<file path="config.mk">
export PLATFORM = sky130hd
export DESIGN_NAME = pong_match_sequencer
export DESIGN_NICKNAME = d
export VERILOG_FILES = /design/src/rtl/pong_match_sequencer.sv
export SDC_FILE = /design/constraint.sdc
export NUM_CORES = 1
export LEC_CHECK = 0
export ABC_AREA = 1
export CAP_MARGIN = 20
export CORE_MARGIN = 5
export CORE_UTILIZATION = 56
export CTS_CLUSTER_SIZE = 28
export DETAILED_ROUTE_END_ITERATION = 8
export PLACE_DENSITY = 0.88
export SETUP_SLACK_MARGIN = 0.3
export SLEW_MARGIN = 25
export SYNTH_ARGS = -nofsm -noshare
export SYNTH_HDL_FRONTEND = slang
export SYNTH_SLANG_ARGS = --single-unit
</file>
<file path="constraint.sdc">
create_clock -name vga_clk -period 3 [get_ports vga_clk]
set_input_delay 0.3 -clock vga_clk [delete_from_list [all_inputs] [get_ports vga_clk]]
set_output_delay 0.3 -clock vga_clk [all_outputs]
set_load 0.005 [all_outputs]
</file>
<file path="src/rtl/pong_match_sequencer.sv">
// Pong match FSM: idle/serve/play/point/pause/game-over, scoring, tick gating and round reset.
// Latency: all outputs registered (1 cycle); buttons reach the state 3 cycles after the pin rises; no backpressure.
module pong_match_sequencer #(
  parameter int WIN_SCORE   = 5,
  parameter int SERVE_TICKS = 7,
  parameter int SCORE_W     = 3
) (
  input  logic               vga_clk,
  input  logic               reset_n,
  input  logic               game_tick,
  input  logic               start_btn,
  input  logic               pause_btn,
  input  logic               lossA,
  input  logic               lossB,
  output logic               tick_en,
  output logic               round_reset,
  output logic [SCORE_W-1:0] scoreA,
  output logic [SCORE_W-1:0] scoreB,
  output logic               point_pulse,
  output logic [1:0]         winner,
  output logic [2:0]         state
);

  localparam int CNT_W = $clog2(SERVE_TICKS + 1);
  localparam logic [CNT_W-1:0]   CNT_LOAD  = CNT_W'(SERVE_TICKS);
  localparam logic [SCORE_W-1:0] WIN_VAL   = SCORE_W'(WIN_SCORE);
  localparam logic [SCORE_W-1:0] SCORE_MAX = '1;

  typedef enum logic [2:0] {
    S_IDLE     = 3'd0,
    S_SERVE    = 3'd1,
    S_PLAY     = 3'd2,
    S_POINT    = 3'd3,
    S_PAUSED   = 3'd4,
    S_GAMEOVER = 3'd5
  } state_e;

  state_e             state_q, state_d;
  logic [SCORE_W-1:0] score_a_q, score_a_d;
  logic [SCORE_W-1:0] score_b_q, score_b_d;
  logic [SCORE_W-1:0] score_new;
  logic [1:0]         winner_q, winner_d;
  logic [CNT_W-1:0]   cnt_q, cnt_d;
  logic               scorer_b_q, scorer_b_d;
  logic               tick_en_q, tick_en_d;
  logic               round_reset_q, round_reset_d;
  logic               point_pulse_q, point_pulse_d;
  logic [2:0]         start_sync_q, pause_sync_q;
  logic               start_ev, pause_ev;

  // bit0/bit1 synchronize, bit2 remembers the previous synced level for edge detection
  assign start_ev = start_sync_q[1] & ~start_sync_q[2];
  assign pause_ev = pause_sync_q[1] & ~pause_sync_q[2];

  always_comb begin
    state_d    = state_q;
    score_a_d  = score_a_q;
    score_b_d  = score_b_q;
    winner_d   = winner_q;
    cnt_d      = cnt_q;
    scorer_b_d = scorer_b_q;
    score_new  = '0;

    case (state_q)
      S_IDLE: begin
        if (start_ev) begin
          state_d   = S_SERVE;
          score_a_d = '0;
          score_b_d = '0;
          cnt_d     = CNT_LOAD;
        end
      end
      S_SERVE: begin
        if (game_tick) begin
          cnt_d = cnt_q - CNT_W'(1);
          if (cnt_q == CNT_W'(1)) state_d = S_PLAY;
        end
      end
      S_PLAY: begin
        if (lossA && lossB) begin
          state_d = S_SERVE;
          cnt_d   = CNT_LOAD;
        end else if (lossA) begin
          state_d    = S_POINT;
          scorer_b_d = 1'b1;
        end else if (lossB) begin
          state_d    = S_POINT;
          scorer_b_d = 1'b0;
        end else if (pause_ev) begin
          state_d = S_PAUSED;
        end
      end
      S_POINT: begin
        if (scorer_b_q) begin
          score_new = (score_b_q == SCORE_MAX) ? score_b_q : score_b_q + SCORE_W'(1);
          score_b_d = score_new;
        end else begin
          score_new = (score_a_q == SCORE_MAX) ? score_a_q : score_a_q + SCORE_W'(1);
          score_a_d = score_new;
        end
        if (score_new == WIN_VAL) begin
          state_d  = S_GAMEOVER;
          winner_d = scorer_b_q ? 2'b10 : 2'b01;
        end else begin
          state_d = S_SERVE;
          cnt_d   = CNT_LOAD;
        end
      end
      S_PAUSED: begin
        if (pause_ev) state_d = S_PLAY;
      end
      S_GAMEOVER: begin
        if (start_ev) begin
          state_d   = S_SERVE;
          score_a_d = '0;
          score_b_d = '0;
          winner_d  = 2'b00;
          cnt_d     = CNT_LOAD;
        end
      end
      default: state_d = S_IDLE;
    endcase

    // decoded from the next state so round_reset lines up with the visible state
    round_reset_d = !((state_d == S_PLAY) || (state_d == S_PAUSED));
    tick_en_d     = game_tick && (state_q == S_PLAY);
    point_pulse_d = (state_q == S_POINT);
  end

  always_ff @(posedge vga_clk or negedge reset_n) begin
    if (!reset_n) begin
      state_q       <= S_IDLE;
      score_a_q     <= '0;
      score_b_q     <= '0;
      winner_q      <= 2'b00;
      cnt_q         <= '0;
      scorer_b_q    <= 1'b0;
      tick_en_q     <= 1'b0;
      round_reset_q <= 1'b1;
      point_pulse_q <= 1'b0;
      start_sync_q  <= '0;
      pause_sync_q  <= '0;
    end else begin
      state_q       <= state_d;
      score_a_q     <= score_a_d;
      score_b_q     <= score_b_d;
      winner_q      <= winner_d;
      cnt_q         <= cnt_d;
      scorer_b_q    <= scorer_b_d;
      tick_en_q     <= tick_en_d;
      round_reset_q <= round_reset_d;
      point_pulse_q <= point_pulse_d;
      start_sync_q  <= {start_sync_q[1:0], start_btn};
      pause_sync_q  <= {pause_sync_q[1:0], pause_btn};
    end
  end

  assign tick_en     = tick_en_q;
  assign round_reset = round_reset_q;
  assign scoreA      = score_a_q;
  assign scoreB      = score_b_q;
  assign point_pulse = point_pulse_q;
  assign winner      = winner_q;
  assign state       = state_q;

endmodule
</file>
Yosys cells after proc, flatten, opt, wreduce, memory -nomap -nowiden
Index checks and enable logic that the tools add are counted.
{ "totals": {"register_bits": 24, "inputBits": 7, "out_inout_bits": 14, "wordCells": 83} }
{ "classes": {"n_addsub": 3, "eq_ne": 19, "muxes": 30, "n_bitwise": 5, "n_reduce_logical": 15} }
{ "ops": {"columns": ["op", "n"], "rows": [
  ["$mux 3", 20],
  ["$eq 3x3->1 const B", 6],
  ["$pmux 3 s5", 1],
  ["$ne 2x2->1 const B", 6],
  ["$pmux 3 s2", 2],
  ["$pmux 3 s4", 1],
  ["$reduce_and 3->1", 4],
  ["$eq 3x2->1 const B", 3],
  ["$add 3x1->3 const B", 2],
  ["$eq 3x1->1 const B", 2],
  ["$mux 2", 3],
  ["$reduce_bool 2->1", 3],
  ["$reduce_and 5->1", 1],
  ["$ne 2x1->1 const B", 2],
  ["$pmux 2 s2", 1],
  ["$reduce_bool 4->1", 1],
  ["$logic_not 3->1", 1],
  ["$not 1->1", 3],
  ["$sub 3x1->3 const B", 1],
  ["$and 1x1->1", 2],
  ["$logic_and 1x1->1", 2],
  ["$mux 1", 2],
  ["$reduce_or 2->1", 1],
  ["$logic_not 1->1", 1],
  ["$logic_or 1x1->1", 1]
]} }

Longest topological paths before layout
Gate-level depths: netlist of run 1.
{ "depth": {"word_depth": 10, "mapped_depth": 10, "ltp_nobuf": 10} }

Worst setup path before layout of run 1
No wires, ideal clock.
{ "synth_path": {"kind": "reg-to-reg", "startpoint": "reg score_b_q[0] (netlist: scoreB[0])", "endpoint": "reg cnt_q[2]", "setup_time_ns": 0.117, "t_arrival_ns": 1.263, "required_ns": 2.883, "setup_slack_ns": 1.620, "stages_incl_launch_ff": 11, "n_path_buf": 0, "period_less_slack_ns": 1.380, "path_cell_list": "dfrtp_1 ha_1 inv_1 nand2_1 nand2_1 nand3_1 nand2_1 nand2_1 nand2_2 nand2_1 nand2_1"} }
{ "synth_via": {"elab_chain_cells": 7, "elab_cells_between_ends": 8, "classes_between": "add/sub: 1; eq/ne: 3; mux: 3; reduce/logical: 1"} }
{ "synth_rtl": {"columns": ["item", "line_no", "text"], "rows": [
  ["start, declared", "40", "logic [SCORE_W-1:0] score_b_q, score_b_d;"],
  ["start signal, assigned", "146", "score_b_q <= score_b_d;"],
  ["$add 3x1->3 / $eq 3x3->1 (equally long branches)", "95", "score_new = (score_b_q == SCORE_MAX) ? score_b_q : score_b_q + SCORE_W'(1);"],
  ["$mux 3 *", "95", null],
  ["$mux 3 *", "94", "if (scorer_b_q) begin"],
  ["$mux 3 *", "64", "case (state_q)"],
  ["$eq 3x3->1 *", "101", "if (score_new == WIN_VAL) begin"],
  ["$ne 2x2->1 (no line) *", null, null],
  ["$reduce_and 5->1 (no line) *", null, null],
  ["end signal, assigned", "148", "cnt_q <= cnt_d;"],
  ["end, declared", "43", "logic [CNT_W-1:0] cnt_q, cnt_d;"]
]} }
Every way passes the cells marked *; elsewhere a longest branch is shown, timed or not. The select of a mux whose other input is x is not followed.
A chain may end at the register's enable or synchronous reset.

Worst setup path in the final report of run 1
{ "layout_path": {"startpoint": "reg state_q[2] (netlist: state[2])", "endpoint": "out state[2]"} }
{ "layout_rtl": {"columns": ["item", "line_no", "text"], "rows": [
  ["start, declared", "38", "state_e state_q, state_d;"],
  ["start signal, assigned", "144", "state_q <= state_d;"],
  ["end, declared", "21", "output logic [2:0] state"]
]} }
No word-level cell between the ends.

==> results.cfg, run 1 <==
[detailed_routing]
ant_nets = 0
drtIter0Drc = 39
vias_per_cell = 5.171
routed_wl_um = 2703
wl_per_cell_um = 12.46
first_pass_iters = 4
drc = 0
routed-via-count = 1122

[critical_path]
timing.critical_path.from_type = flop
cpPeakStageDelay_ps = 580
cp_top_family = flip-flops
crit_path_cell_trace = clkdlybuf4s50_1
endpoint_kind = output port
cp_num_buf_inv = 1
cp_num_cells = 1
cp.required_ps = 2700
crit_slowest_cell = dfrtp_1
arrival_ps = 1470
cp_max_fo = 8
worstSetupPathType = flop to output port
rr_worst_depth = 9

[min_path]
worstHoldPathCells = 0
hold_class = flop to flop

[placement]
dp.final_hpwl_um = 2094
placed_area_mm2 = 0.001531
dp_cells = 212
io_buffers = 20
gp_congestion = 0.9153

[clock_tree]
clk_pin_slew_worst_paths_ps = 130
cts_tree = yes
root_buffer = clkbuf_4
cts.sinks = 24
hold_buffers = 0
h-tree-depth = 1
cts_buffer_depth = 2
clk_latency_ps = 310
postCtsSetupRepairBufs = 0
postCtsResizedCells = 0
cts_buffers = 3

[die]
die_x_um = 57.97
core_mm2 = 0.002212
die_h_um = 57.97
die_area_mm2 = 0.003361
start_util = 0.5826
io_pins = 21
rows = 17

[synthesis]
synth_cell_type_count = 19
synth_top_area_cell = dfrtp_1
syn_avg_cell_area_um2 = 7.906
synthTopCellsByCount = nand2_1, dfrtp_1, inv_1
synth-edff-count = 0
seq_area_frac_synth = 0.4670
synth_area_leaders = dfrtp_1, nand2_1, inv_1
syn_nets = 175
syn_area_mm2 = 0.001289
synthArstFlopShare = 1.000
synth_top_flop_cell = dfrtp_1
synth_warnings = 0
synth_most_common_cell = nand2_1
netlist_instances = 163
ys_seq_elements = 24
synth_top_area_frac = 0.4466

[timing]
worst_pin_slew_ps = 515.9
slew_headroom = 0.6560
max_freq_ghz = 0.5642
hold_viol = 0
setup_tns_ps = 0
period_share = 0.5908
finClkSkew_ps = 2.396
drv_slew = 0
final.min_clock_period_ps = 1773
final-setup-viol-count = 0
rsz0062_at_grt = no

[grt]
antenna_found_initial = 0
grt_pass1_vias = 1183
gr-total-overflow = 0
grt_pass1_wl_um = 4836
grt_max_degree = 25
track_usage = 0.1822

[run]
drv_cap = 0

[power_and_ir_drop]
leakagePower_uw = 0.0008186
pwr_density_cell_mw_per_mm2 = 991.5
irDropWorstVdd_v = 0.0006511

[cells_and_area]
num-fill-cells = 184
drive_gt1_frac = 0.1164
area_delta_synth_final_pct = 23.30
fin_cells = 217
design_area_mm2 = 0.001589
layout.nets = 202
diodes = 0

[status]
outcome = finished, final reports clean
[kinds of logic (layout without fill, tap and decap cells)]
group | count (synthesis) | in the layout | synth area share
AND/OR/NAND/NOR | 91 | 91 | 0.3175
XOR/XNOR | 1 | 1 | 0.006797
flip-flops | 24 | 24 | 0.4670
buffers and inverters | 24 | 50 | 0.06991
AO/OA/AOI/OAI | 18 | 18 | 0.09029
adder cells (fa/ha/maj) | 5 | 5 | 0.04854
[layer usage]
| layer | routed length [µm] | vias to the layer above | track usage |
|---|---|---|---|
| li1 | - | 570 | - |
| met2 | 1415 | 29 | 0.3290 |
| met1 | 1119 | 517 | 0.2008 |
| met5 | 0 | - | 0 |
| met3 | 123 | 6 | 0.02895 |
| met4 | 44 | 0 | 0.1026 |
[path summary, 6_finish.rpt]
| check | startpoint | endpoint | slack, ps |
|---|---|---|---|
| setup reg to reg | scoreB[0] | round_reset | 1380 |
| hold / removal | start_sync_q[0] | start_sync_q[1] | 380 |
| min in group asynchronous | reset_n | start_sync_q[2] | 470 |
| max in group asynchronous | reset_n | round_reset | 2010 |
| setup / recovery | state[2] | state[2] | 1230 |
| hold reg to reg | start_sync_q[0] | start_sync_q[1] | 380 |
[stage by stage]
step           utilization  setup slack [ps]  hold slack (ps)  total power, µW
6_report            0.7183              1227            376.9             1575
3_5_place_dp        0.6923              1258            342.6             1344
3_3_place_gp        0.6923              1372            337.2             1296
2_1_floorplan            -              1620            4.409             1066
5_1_grt             0.7183              1088            394.3             1723
4_1_cts             0.7161              1214            372.8             1581
[registers in the layout, summed over array words and instances, names as in the netlist]
| name | cells |
|---|---|
| round_reset | 1 |
| point_pulse | 1 |
| winner | 2 |
| scoreA | 3 |
| start_sync_q | 3 |
| cnt_q | 3 |
| state | 3 |
| scorer_b_q | 1 |
| pause_sync_q | 3 |
| scoreB | 3 |
| tick_en | 1 |
[cells in the final DEF, fill, tap and decap left out, types with 2 or more instances in the layout]
cell | netlist | final
nand2_2 | 3 | 3
dfrtp_1 | 23 | 23
nand3_1 | 15 | 15
clkdlybuf4s50_1 | 0 | 19
nand3_2 | 2 | 2
clkbuf_4 | 0 | 3
a21oi_1 | 3 | 3
nand2_1 | 51 | 51
nor2_4 | 2 | 2
o21ai_0 | 11 | 11
nor3_1 | 3 | 3
inv_1 | 22 | 22
ha_1 | 5 | 5
nor2_1 | 13 | 13
o211ai_2 | 3 | 3
inv_2 | 2 | 2
[area by class of cell]
class / instances / area [µm²] / area share
clock buffer: 3 / 22.52 / 0.01417
clock inverter: 1 / 30.03 / 0.01890
timing repair buffer: 22 / 212.7 / 0.1339
inverter: 24 / 90.09 / 0.05669
tap: 28 / 35.03 / 0.02205
multi-input combinational: 115 / 596.8 / 0.3756
sequential: 24 / 601.8 / 0.3787
[where the power goes]
group	internal (µW)	switching, µW	leakage [µW]
logic	349	453	0.000495
registers	426	114	0.000296
clock network	135	99.2	0.0000279
total	910	666	0.000819
No activity file was read; power rests on OpenSTA's default activity.
==> run 2: changes to the inputs <==
--- a/config.mk
+++ b/config.mk
@@ -8,10 +8,10 @@
 export ABC_AREA = 1
 export CAP_MARGIN = 20
 export CORE_MARGIN = 5
-export CORE_UTILIZATION = 56
+export CORE_UTILIZATION = 52
 export CTS_CLUSTER_SIZE = 28
 export DETAILED_ROUTE_END_ITERATION = 8
-export PLACE_DENSITY = 0.88
+export PLACE_DENSITY = 0.83
 export SETUP_SLACK_MARGIN = 0.3
 export SLEW_MARGIN = 25
 export SYNTH_ARGS = -nofsm -noshare
==> constraint.sdc (replaced) <==
create_clock -name vga_clk -period 1.75 [get_ports vga_clk]
set_input_delay 0.175 -clock vga_clk [delete_from_list [all_inputs] [get_ports vga_clk]]
set_output_delay 0.175 -clock vga_clk [all_outputs]
set_load 0.005 [all_outputs]
==> results.cfg, run 2 (synthesis results as in run 1) <==
[status]
outcome = finished, final reports clean

[clock_tree]
cts.sinks = 24
h-tree-depth = 1
cts_tree = yes
clk_latency_ps = 330
cts_buffers = 3
cts_buffer_depth = 2
clk_pin_slew_worst_paths_ps = 130
root_buffer = clkbuf_4
hold_buffers = 0

[critical_path]
arrival_ps = 1730
cp.required_ps = 1980
endpoint_kind = flop
cp_max_fo = 6
worstSetupPathType = flop to flop
timing.critical_path.from_type = flop

[timing]
worst_pin_slew_ps = 291.2
whs_ps = 183.4
max_freq_ghz = 0.6667
hold_viol = 0
setup_tns_ps = 0
setup_slack_ps = 250.0
slew_headroom = 0.8044
drv_slew = 0
period_share = 0.8571
finClkSkew_ps = 4.376
rsz0062_at_grt = yes
final.min_clock_period_ps = 1500
final-setup-viol-count = 0

[die]
die_h_um = 59.78
rows = 18
io_pins = 21
die_x_um = 59.78
die_area_mm2 = 0.003574
start_util = 0.5298
core_mm2 = 0.002432

[cells_and_area]
final_common_cell = nand2_1
drive_gt1_frac = 0.3558
final_cell_mix = nand2_1, buf_4, inv_1, dfrtp_1, nand2_2
diodes = 0
fin_cells = 238
area_delta_synth_final_pct = 46.99
layout.nets = 221

[grt]
antenna_found_initial = 0
grt_max_degree = 25
gr-total-overflow = 0
grt_pass1_wl_um = 5499
track_usage = 0.2070
grt_pass1_vias = 1255

[run]
drv_cap = 0

[placement]
gp_congestion = 0.8759
io_buffers = 20
pre_cts_ws_ps = 129.8
dp_cells = 214
dp.final_hpwl_um = 2103

[detailed_routing]
first_pass_iters = 4
vias_per_cell = 5.500
drtIter0Drc = 39
routed-via-count = 1309
drc = 0
routed_wl_um = 3824
wl_per_cell_um = 16.07
ant_nets = 0

[power_and_ir_drop]
finalPower_uw = 3461
pwr_density_cell_mw_per_mm2 = 1827
irDropWorstVdd_v = 0.001161
leakagePower_uw = 0.001011

[min_path]
hold_class = input port to asynchronous set/reset pin
run 2: timing repair:
| action | in CTS | in global routing |
|---|---|---|
| pin swaps | 7 | 12 |
| buffers inserted | 11 | 9 |
| gates resized for setup | 20 | 36 |
| endpoints found under the hold margin | 0 | 0 |
| endpoints found under the setup margin | 22 | 16 |
run 2: stage by stage:
step	area [µm²]	util
floorplan	1289	-
global placement	1534	0.6307
detailed placement	1534	0.6307
CTS	1695	0.6970
global route	1894	0.7788
finish	1894	0.7788
run 2: critical path: stages (launching register included):
cell     delay (ps)
dfrtp_1         450
ha_4            290
inv_2            40
nand2_2          90
nand2_2          60
nand3_2          80
nand2_2          70
nand2_4         130
nand2_4          70
nand2_1          60
nand2_1          60
run 2: path summary, 6_finish.rpt:
path / from / end / slack (ps) / cells after the start
worst min register to register: start_sync_q[0] / start_sync_q[1] / 370 / 0
worst max register to register: scoreB[0] / cnt_q[0] / 250 / 10
worst max-delay path: scoreB[0] / cnt_q[0] / 250 / 10
max in group asynchronous: reset_n / round_reset / 1290 / 2
worst min-delay path: reset_n / winner[0] / 180 / 2
min in group vga_clk: start_btn / start_sync_q[0] / 270 / 1
run 2: power by group:
group          internal [µW]  switching (µW)
logic                   1020            1200
registers                739             197
clock network            128             177
total                   1890            1580
run 2: layer usage:
metal	wire, µm	vias to the layer above	GRT usage
li1	-	605	-
met5	0	-	0
met3	215	15	0.04104
met1	1415	628	0.2391
met4	132	0	0.1044
met2	2060	61	0.3596
run 2: final cells by class:
class,instances,area (µm²)
Timing Repair Buffer,41,375.4
Multi-Input combinational cell,115,744.5
Tap cell,30,37.54
Fill cell,156,538.0
Inverter,24,92.59
Clock buffer,4,36.28
Sequential cell,24,608.1
==> run 3: changes to the inputs <==
--- a/config.mk
+++ b/config.mk
@@ -8,10 +8,10 @@
 export ABC_AREA = 1
 export CAP_MARGIN = 20
 export CORE_MARGIN = 5
-export CORE_UTILIZATION = 52
+export CORE_UTILIZATION = 25
 export CTS_CLUSTER_SIZE = 28
 export DETAILED_ROUTE_END_ITERATION = 8
-export PLACE_DENSITY = 0.83
+export PLACE_DENSITY = 0.48
 export SETUP_SLACK_MARGIN = 0.3
 export SLEW_MARGIN = 25
 export SYNTH_ARGS = -nofsm -noshare
==> results.cfg, run 3 (synthesis results as in run 1) <==
[die]
start_util = 0.2556
die_x_um = 81.80
die_h_um = 81.80
die_area_mm2 = 0.006690
io_pins = 21
core_mm2 = 0.005042
rows = 26

[critical_path]
timing.critical_path.from_type = flop
r2r_setup_slack_ps = 300
crit_path_cell_trace = nor2_1 -> o21ai_4 -> nand2_4 -> o211ai_2 -> nand2_1 -> o21ai_0
cp_max_fo = 8
rr_worst_depth = 6
arrival_ps = 1600
cp.required_ps = 1900
worstSetupPathType = flop to flop
cpPeakStageDelay_ps = 450
endpoint_kind = flop
crit_slowest_cell = dfrtp_2

[power_and_ir_drop]
leakagePower_uw = 0.0009382
pwr_density_cell_mw_per_mm2 = 1672
irDropWorstVdd_v = 0.0006021

[timing]
setup_tns_ps = 0
hold_viol = 0
whs_ps = 258.5
rsz0062_at_grt = yes
max_freq_ghz = 0.6908
drv_slew = 0
final.min_clock_period_ps = 1447
worst_pin_slew_ps = 318.9
finClkSkew_ps = 1.798
final-setup-viol-count = 0
slew_headroom = 0.7874
period_share = 0.8271

[clock_tree]
clk_pin_slew_worst_paths_ps = 90
cts_tree = yes
root_buffer = clkbuf_8
cts.sinks = 24
clk_latency_ps = 270
cts_buffer_depth = 2
h-tree-depth = 1
cts_buffers = 3

[cells_and_area]
final_common_cell = nand2_1
diodes = 0
area_delta_synth_final_pct = 43.20
drive_gt1_frac = 0.2929
layout.nets = 211
postLayoutCoreUtil = 0.3660
design_area_mm2 = 0.001846
final_cell_mix = nand2_1, inv_1, dfrtp_1

[grt]
track_usage = 0.09605
grt_pass1_wl_um = 4940
antenna_found_initial = 0
grt_pass1_vias = 1112
gr-total-overflow = 0
grt_max_degree = 25

[detailed_routing]
routed-via-count = 1104
vias_per_cell = 4.119
routed_wl_um = 2988
drtIter0Drc = 27
drc = 0
wl_per_cell_um = 11.15
ant_nets = 0
first_pass_iters = 4

[min_path]
hold_class = input port to asynchronous set/reset pin

[placement]
placed_area_mm2 = 0.001584
io_buffers = 20
dp.final_hpwl_um = 2088
gp_congestion = 0.7151

[status]
outcome = finished, final reports clean

[run]
drv_cap = 0
==> run 3: changes by cell type in the layout (fill, tap and decap cells not counted), sizes merged <==
cell	previous run	this run
dlygate4sd2	5	3
clkdlybuf4s50	12	15
dlymetal6s2s	3	2
buf	21	11
==> run 3: final cells by class <==
type	count	area, µm²
Clock buffer	4	55.05
Inverter	24	90.09
Sequential cell	24	606.8
Timing Repair Buffer	31	284.0
Tap cell	70	87.58
Fill cell	526	3197
Multi-Input combinational cell	115	721.9
==> run 3: worst paths after layout <==
check / start / endpoint
max in group asynchronous: reset_n / round_reset
min: reset_n / cnt_q[1]
max reg2reg: state[1] / scoreA[1]
max: state[1] / scoreA[1]
min in group vga_clk: pause_btn / pause_sync_q[0]
min reg2reg: start_sync_q[0] / start_sync_q[1]
==> run 3: critical path: cells and delay by family, from the launching register on <==
kind	cells	cell delay (ps)
AO/OA/AOI/OAI	3	380
flip-flops	1	450
AND/OR/NAND/NOR	3	490
==> run 3: routing by layer <==
layer  GRT usage  part of all wire
met5           0                 0
met4     0.01993            0.0090
met3     0.02961             0.049
met2      0.1704              0.51
met1      0.1135              0.44
==> run 3: power breakdown <==
part           total (µW)  internal, µW  leakage (µW)  switching (µW)
Sequential            949           737      0.000291             212
Combinational        1750           816      0.000619             937
Clock                 385           201     0.0000288             183
==> run 3: stage by stage <==
step	cells	setup slack [ps]	total power, µW
after floorplan	163	370.4	1828
after global placement	254	68.90	2325
after detailed placement	254	104.4	2308
after CTS	262	301.3	2846
after global routing	268	202.2	3376
final	268	302.5	3086
==> run 3: timing repair <==
item	in CTS	in global routing
buffers inserted	4	6
pin swaps	2	8
resized for setup	16	27
endpoints found under the setup margin	18	18
hold buffers	0	0
